===== src/rtl/thumb_addsub_issue.sv =====
// Two-stage Thumb-1 add/sub/mov/cmp issue front end: DEC reads r0-r7 (with
// bypass from EX) into execute registers that drive an external ALU; EX writes back.
`timescale 1ns/1ps

module thumb_addsub_issue (
    input  logic        clk,
    input  logic        rst_n,
    input  logic        instr_valid,
    input  logic [15:0] instr,
    output logic        instr_ready,
    input  logic        stall,
    output logic [31:0] alu_op1,
    output logic [31:0] alu_op2,
    output logic [1:0]  alu_ctrl,
    input  logic [31:0] alu_result,
    output logic [3:0]  flags_nzcv,
    output logic        retired,
    output logic        undef,
    input  logic [2:0]  dbg_addr,
    output logic [31:0] dbg_data
);

    localparam logic [1:0] CTRL_ADD = 2'b00;
    localparam logic [1:0] CTRL_SUB = 2'b01;

    // ------------------------------------------------------------------
    // Reset release synchroniser
    // ------------------------------------------------------------------
    logic [1:0] rst_sync_reg;
    logic       accept;

    always_ff @(posedge clk or negedge rst_n) begin
        if (!rst_n) begin
            rst_sync_reg <= 2'b00;
        end else begin
            rst_sync_reg <= {rst_sync_reg[0], 1'b1};
        end
    end

    assign instr_ready = rst_sync_reg[1] & ~stall;
    assign accept      = instr_valid & instr_ready;

    // ------------------------------------------------------------------
    // Decode
    // ------------------------------------------------------------------
    logic       dec_supported;
    logic       dec_op1_zero;
    logic       dec_op2_imm;
    logic       dec_sub;
    logic       dec_we;
    logic       dec_set_nz;
    logic       dec_set_cv;
    logic [2:0] dec_ra;
    logic [2:0] dec_rb;
    logic [2:0] dec_rd;
    logic [7:0] dec_imm;

    always_comb begin
        dec_supported = 1'b0;
        dec_op1_zero  = 1'b0;
        dec_op2_imm   = 1'b0;
        dec_sub       = 1'b0;
        dec_we        = 1'b0;
        dec_set_nz    = 1'b0;
        dec_set_cv    = 1'b0;
        dec_ra        = 3'd0;
        dec_rb        = 3'd0;
        dec_rd        = 3'd0;
        dec_imm       = 8'd0;
        case (instr[15:11])
            5'b00011: begin
                // three-register and imm3 forms; bit 10 picks imm3, bit 9 picks SUB
                dec_supported = 1'b1;
                dec_ra        = instr[5:3];
                dec_rb        = instr[8:6];
                dec_rd        = instr[2:0];
                dec_op2_imm   = instr[10];
                dec_imm       = {5'd0, instr[8:6]};
                dec_sub       = instr[9];
                dec_we        = 1'b1;
                dec_set_nz    = 1'b1;
                dec_set_cv    = 1'b1;
            end
            5'b00100: begin
                dec_supported = 1'b1;
                dec_op1_zero  = 1'b1;
                dec_op2_imm   = 1'b1;
                dec_imm       = instr[7:0];
                dec_rd        = instr[10:8];
                dec_we        = 1'b1;
                dec_set_nz    = 1'b1;
            end
            5'b00101: begin
                dec_supported = 1'b1;
                dec_ra        = instr[10:8];
                dec_op2_imm   = 1'b1;
                dec_imm       = instr[7:0];
                dec_sub       = 1'b1;
                dec_set_nz    = 1'b1;
                dec_set_cv    = 1'b1;
            end
            5'b00110, 5'b00111: begin
                dec_supported = 1'b1;
                dec_ra        = instr[10:8];
                dec_rd        = instr[10:8];
                dec_op2_imm   = 1'b1;
                dec_imm       = instr[7:0];
                dec_sub       = instr[11];
                dec_we        = 1'b1;
                dec_set_nz    = 1'b1;
                dec_set_cv    = 1'b1;
            end
            default: begin
                dec_supported = 1'b0;
            end
        endcase
    end

    // ------------------------------------------------------------------
    // Register file and execute registers
    // ------------------------------------------------------------------
    logic [7:0][31:0] rf_word;
    logic             ex_valid_reg;
    logic             ex_we_reg;
    logic             ex_set_nz_reg;
    logic             ex_set_cv_reg;
    logic [31:0]      ex_op1_reg;
    logic [31:0]      ex_op2_reg;
    logic [1:0]       ex_ctrl_reg;
    logic [2:0]       ex_rd_reg;
    logic             undef_reg;
    logic [3:0]       flags_reg;
    logic             wb_en;

    assign wb_en = ex_valid_reg & ex_we_reg & ~stall;

    genvar gi;
    generate
        for (gi = 0; gi < 8; gi++) begin : g_rf
            logic [31:0] q_reg;
            always_ff @(posedge clk or negedge rst_n) begin
                if (!rst_n) begin
                    q_reg <= 32'd0;
                end else if (wb_en && (ex_rd_reg == 3'(gi))) begin
                    q_reg <= alu_result;
                end
            end
            assign rf_word[gi] = q_reg;
        end
    endgenerate

    // Bypass: the result leaving EX this cycle is newer than the register file.
    logic        fwd_a;
    logic        fwd_b;
    logic [31:0] src_a;
    logic [31:0] src_b;
    logic [31:0] dec_op1;
    logic [31:0] dec_op2;

    assign fwd_a   = ex_valid_reg & ex_we_reg & (ex_rd_reg == dec_ra);
    assign fwd_b   = ex_valid_reg & ex_we_reg & (ex_rd_reg == dec_rb);
    assign src_a   = fwd_a ? alu_result : rf_word[dec_ra];
    assign src_b   = fwd_b ? alu_result : rf_word[dec_rb];
    assign dec_op1 = dec_op1_zero ? 32'd0 : src_a;
    assign dec_op2 = dec_op2_imm ? {24'd0, dec_imm} : src_b;

    // Empty EX slots hold zeros so the ALU sees 0 + 0 with ADD when idle.
    always_ff @(posedge clk or negedge rst_n) begin
        if (!rst_n) begin
            ex_valid_reg  <= 1'b0;
            ex_we_reg     <= 1'b0;
            ex_set_nz_reg <= 1'b0;
            ex_set_cv_reg <= 1'b0;
            ex_op1_reg    <= 32'd0;
            ex_op2_reg    <= 32'd0;
            ex_ctrl_reg   <= CTRL_ADD;
            ex_rd_reg     <= 3'd0;
            undef_reg     <= 1'b0;
        end else begin
            undef_reg <= accept & ~dec_supported;
            if (!stall) begin
                if (accept && dec_supported) begin
                    ex_valid_reg  <= 1'b1;
                    ex_we_reg     <= dec_we;
                    ex_set_nz_reg <= dec_set_nz;
                    ex_set_cv_reg <= dec_set_cv;
                    ex_op1_reg    <= dec_op1;
                    ex_op2_reg    <= dec_op2;
                    ex_ctrl_reg   <= dec_sub ? CTRL_SUB : CTRL_ADD;
                    ex_rd_reg     <= dec_rd;
                end else begin
                    ex_valid_reg  <= 1'b0;
                    ex_we_reg     <= 1'b0;
                    ex_set_nz_reg <= 1'b0;
                    ex_set_cv_reg <= 1'b0;
                    ex_op1_reg    <= 32'd0;
                    ex_op2_reg    <= 32'd0;
                    ex_ctrl_reg   <= CTRL_ADD;
                    ex_rd_reg     <= 3'd0;
                end
            end
        end
    end

    // ------------------------------------------------------------------
    // Flags
    // ------------------------------------------------------------------
    logic        ex_is_sub;
    logic [31:0] ex_sum;
    logic        flag_n;
    logic        flag_z;
    logic        flag_c;
    logic        flag_v;

    assign ex_is_sub = (ex_ctrl_reg == CTRL_SUB);
    assign ex_sum    = ex_op1_reg + ex_op2_reg;
    assign flag_n    = alu_result[31];
    assign flag_z    = (alu_result == 32'd0);

    // Unsigned wrap of the 32-bit sum is exactly the 33rd-bit carry.
    always_comb begin
        flag_c = 1'b0;
        flag_v = 1'b0;
        if (ex_is_sub) begin
            flag_c = (ex_op1_reg >= ex_op2_reg);
            flag_v = (ex_op1_reg[31] != ex_op2_reg[31]) & (alu_result[31] != ex_op1_reg[31]);
        end else begin
            flag_c = (ex_sum < ex_op1_reg);
            flag_v = (ex_op1_reg[31] == ex_op2_reg[31]) & (alu_result[31] != ex_op1_reg[31]);
        end
    end

    always_ff @(posedge clk or negedge rst_n) begin
        if (!rst_n) begin
            flags_reg <= 4'b0000;
        end else if (ex_valid_reg && !stall) begin
            if (ex_set_nz_reg) begin
                flags_reg[3] <= flag_n;
                flags_reg[2] <= flag_z;
            end
            if (ex_set_cv_reg) begin
                flags_reg[1] <= flag_c;
                flags_reg[0] <= flag_v;
            end
        end
    end

    assign alu_op1    = ex_op1_reg;
    assign alu_op2    = ex_op2_reg;
    assign alu_ctrl   = ex_ctrl_reg;
    assign flags_nzcv = flags_reg;
    assign retired    = ex_valid_reg & ~stall;
    assign undef      = undef_reg;
    assign dbg_data   = rf_word[dbg_addr];

endmodule


===== config.mk =====
export PLATFORM = sky130hd
export DESIGN_NAME = thumb_addsub_issue
export DESIGN_NICKNAME = d
export VERILOG_FILES = /design/src/rtl/thumb_addsub_issue.sv
export SDC_FILE = /design/constraint.sdc
export NUM_CORES = 1
export LEC_CHECK = 0
export ABC_CLOCK_PERIOD_IN_PS = 10200
export BUFFER_PORTS_ARGS = -buffer_cell sky130_fd_sc_hd__buf_4
export CAP_MARGIN = 20
export CORE_ASPECT_RATIO = 1.5
export CORE_MARGIN = 8
export CORE_UTILIZATION = 65
export DETAILED_ROUTE_END_ITERATION = 8
export PLACE_DENSITY = 0.84
export SYNTH_ARGS = -nofsm -noshare
export SYNTH_HDL_FRONTEND = slang
export SYNTH_SLANG_ARGS = --single-unit
export TNS_END_PERCENT = 5

===== constraint.sdc =====
create_clock -name clk -period 10.2 [get_ports clk]
set_input_delay 1.53 -clock clk [delete_from_list [all_inputs] [get_ports clk]]
set_output_delay 1.53 -clock clk [all_outputs]
set_load 0.02 [all_outputs]

---- Word-level counts from Yosys, hierarchy flattened ----
Index checks and enable logic that the tools add are counted.
operators by class
  add/subtract/negate cells ............... 1
  magnitude comparators ................... 5
  equal/unequal tests ..................... 18
  mux-type cells .......................... 31
  bitwise operators ....................... 12
  reduce and logical (&&, ||, !) cells .... 22
operator list
  cell                number
  $bmux 32 s3         3
  $mux 32             9
  $add 32x32->32      1
  $ge 32x32->1        1
  $logic_not 32->1    1
  $lt 32x32->1        1
  $eq 5x3->1 const B  4
  $pmux 8 s2          1
  $eq 3x3->1 const B  4
  $lt 3x4->1 const B  3
  $mux 1              12
  $pmux 3 s2          2
  $reduce_or 4->1     3
  $and 1x1->1         10
  $logic_and 1x1->1   10
  $eq 3x2->1 const B  2
  $eq 3x3->1          2
  $mux 3              2
  $reduce_or 3->1     2
  $eq 5x2->1 const B  1
  $reduce_or 5->1     1
  $reduce_and 2->1    2
  $eq 3x1->1 const B  1
  $logic_not 3->1     1
  8 further kinds     10
word-level totals
  flip-flop bits (word level) ............. 336
  input port bits ......................... 55

---- Depth between registers and ports, before layout ----
  depth in word-level cells ............... 8
  mapped depth ............................ 19
  mapped depth without buffers ............ 19

---- Least setup slack after synthesis ----
Ideal clock, no wire load.
  path type ............................... input-to-output
  from .................................... in dbg_addr[0]
  to ...................................... out dbg_data[0]
  arrival time ............................ 3327 ps
  required time ........................... 8670 ps
  slack ................................... 5343 ps
  cell stages on the path ................. 4
  buffers on the path ..................... 2
  cell sequence ........................... clkbuf_1 -> buf_1 -> mux4_2 -> mux2_2
on the way
  cells in the longest elaborated chain, start to end .. 2
RTL lines
  element                        RTL line  source
  from (decl)                    19        input logic [2:0] dbg_addr,
  $bmux 32 s3                    254       assign dbg_data = rf_word[dbg_addr];
  $mux 32 (implied by the code)  254
  to (decl)                      20        output logic [31:0] dbg_data
No other way between the ends. The select of a mux whose other input is x is not followed.

---- Worst setup path in the final report ----
  from .................................... in dbg_addr[0]
  to ...................................... out dbg_data[1]
Same word-level chain as after synthesis.

==> impl_results.md <==
* Post-route design area at 24,860 µm²
* Metal3 WL at 8912 µm
* Hold WC Path Type: reg2reg
* Measured slew at the worst slew-check pin at between 1 and 1.5 ns
* Dpl cell area at 23,830 µm²
* Largest net degree at the start of global routing at ~120
* Primary FF master, synth: dfrtp_1
* DRT iter0 DRCs at 2,363
* Worst Path Max Fanout at 36
* Leakage Power at ~11 nW
* Fillers at 2,366
* Worst setup margin at 4.754 ns
* Multi-input logic area at 13,190 µm²
* CP Launch Type: primary input
* TritonCTS buffer count at 31
* Pre-antenna DRT Iters at 6
* Setup Skew at around 0.026 ns
* CP Data Required Time at roughly 8.7 ns
* Routability cong. at just under 1
* F_max at 183.6 MHz
* IO Port Bufs at around 160
* Starting density of the core at 0.6609
* Count of final setup violators at 0
* Global-route wire length before repair at 116,300 µm
* # resized after CTS at 0
* Setup TNS at 0 ns
* Die area at just over 40,000 µm²
* Pre-CTS setup slack at 4.740 ns
* Ys Warns at 0
* Crit path kind: in2out
* Row cnt at 83
* Max Root-Sink Buffers at 3
* FF+latch area at 8358 µm²
* Synth area leader: dfrtp_1
* Max reg flops at 256
* Total wire length at 75,440 µm
* DR top layer: met4
* Post-Syn Area at 22,650 µm²
* Unrepaired setup endpoints after global routing: false
* Setup bufs post-CTS at 0
* Chip height at around 240 µm
* Area growth from synthesis to layout at 9.772%
* DPL Wire Length at about 48,000 µm
* Status: complete, no violations
* Pwr Density at 110.8 nW/µm²
* DIE WIDTH at ~170 µm
* Synth cell types at 77
* Cell mode on critical path: buf_4
* DR WL met2 at roughly 35,000 µm
* CTS Hold Bufs at 0
* Total congestion overflow at 0
* Routed Antenna Nets at 0
* Post-synthesis sequential area ratio at 0.3690
* Vias at 19,720
* Final hold violation count at 0
* Min Hold Slack at about 0.36 ns
* Post-Synthesis Cells at 2,229
* Final Cycle Share at 0.5339
* Routed len/inst at 27.89 µm
* Via/cell ratio at approximately 7.3
* Max incr delay on CP at between 0.7 and 0.8 ns
* Core area at approximately 34,000 µm²
* Pwr Total at approximately 2.8 mW
* Clock Sinks at 334
* Crit end category: output port
* Antenna violations before repair at 2
* CTS tree: done
* Critical path cell sequence: buf_4, buf_4, mux4_2, mux2_2, buf_4
* Synth Register Bits at 334
* Dpl cells at 2,647
* WL met1 at roughly 26,000 µm
* Period minus WS final at 5.446 ns
* Syn_nets at 2,380
* Utilization after layout at 0.7255
* Synth Area per Inst at a little over 10 µm²
* Worst-skew pair later-pin latency at 0.59 ns
* Io pins at 160
* Residual DRC at 0
* Max-slew headroom at 0.1976
* Vias in the first global route at ~20,000
* Slowest cell on crit path: buf_4
* Max cap viols at 0
* EDFF count, synth at 0
* Post-layout nets at 2,406
* VDD IR max at between 0.1 and 0.15 mV
* Share of the synthesized area in the top cell type at 0.3690
* Top area cells in the synthesized netlist: dfrtp_1 (37%), mux2_2 (15%), mux4_2 (6.4%)
* Fraction of layout cells with a size suffix above 1 at 0.2767
* Total GRT Usage at 0.3606
* Final-report max-slew violation count at 0
* Post-synth ARST share at 1.000
* Clock Pin Slew Worst Setup and Hold Paths at 0.06 ns
* Layout Cells excl Fill at 2,705
* Critical path arrival at 3.92 ns
* H-tree lvl count at 1
* CTS Root Cell: clkbuf_16
==> cell type report <==
cell class / count / area share
multi-input cells: 1612 / 0.5306
flip-flops and latches: 334 / 0.3362
inverters: 90 / 0.01359
diodes: 3 / 0.0003019
repair buffers: 186 / 0.05662
clock inverters: 10 / 0.005234
clock buffers: 45 / 0.03613
well taps: 425 / 0.02139
==> final timing paths <==
check,start,to,slack [ns],depth (start not counted)
min reg2reg,rst_sync_reg[0],rst_sync_reg[1],0.36,0
max in group asynchronous,rst_n,g_rf[4].q_reg[24],6.76,3
max reg2reg,alu_op2[6],flags_nzcv[1],5.41,18
min,rst_sync_reg[0],rst_sync_reg[1],0.36,0
max,dbg_addr[0],dbg_data[1],4.75,5
min in group asynchronous,rst_n,g_rf[6].q_reg[14],1.00,1
==> cell families after synthesis <==
family	after synthesis	synth area share
simple gates	540	0.1095
xor+xnor	36	0.01425
fa+ha+maj	96	0.05336
buf+inv	283	0.05137
flops	334	0.3690
other cells	2	0.0003316
compound gates	433	0.1269
mux	505	0.2752
==> placed cells by master (no fill, tap or decap), types with 4 or more instances in the layout <==
cell       netlist  layout
dfrtp_1        334     334
mux2_2         302     302
nand2_1        255     252
buf_4           13     184
mux2i_1        139     139
a21oi_1        113     113
ha_1            95      95
inv_1           88      88
nor2_1          86      85
o21ai_0         71      71
mux4_2          64      64
o22ai_1         56      56
nor4_1          46      46
nand3_1         47      46
o31ai_1         40      40
nor3_1          39      38
a211oi_1        35      35
clkbuf_16        0      31
xnor2_1         27      27
a221o_1         25      25
nand4_1         16      16
nor2b_1         15      15
a22o_1          14      13
a21o_1          10      10
nand2b_1         9       9
o21bai_1         8       8
xor2_1           8       8
a31oi_1          7       7
clkbuf_8         0       7
clkbuf_1       128       7
o211ai_1         6       6
o221ai_1         6       6
clkinv_2         0       5
and3_1           4       4
a32oi_1          4       4
==> report_power, final <==
part / total (mW) / switching (mW) / internal (mW)
clock: 1.20 / 0.519 / 0.682
combinational: 0.217 / 0.153 / 0.0647
sequential: 1.34 / 0.00673 / 1.33
==> critical path: cells and delay by family <==
kind | cells | cell delay [ns]
multiplexers | 2 | 0.95
buffers and inverters | 3 | 1.38
==> layer usage <==
| metal | track usage | up-vias |
|---|---|---|
| li1 | - | 8233 |
| met1 | 0.4233 | 9586 |
| met2 | 0.5705 | 1476 |
| met3 | 0.08435 | 426 |
| met4 | 0.2726 | 0 |
| met5 | 0 | - |
==> cell usage after synthesis (15+ instances only) <==
cell type and n:
nor4_1 46, a211oi_1 35, mux2_2 302, o21ai_0 71
inv_1 88, buf_1 20, ha_1 95, nor3_1 39
nand3_1 47, mux4_2 64, clkbuf_1 128, nor2b_1 15
buf_2 30, o31ai_1 40, nand4_1 16, a21oi_1 113
o22ai_1 56, a221o_1 25, nand2_1 255, nor2_1 86
xnor2_1 27, dfrtp_1 334, mux2i_1 139
No activity file was read; power rests on OpenSTA's default activity.
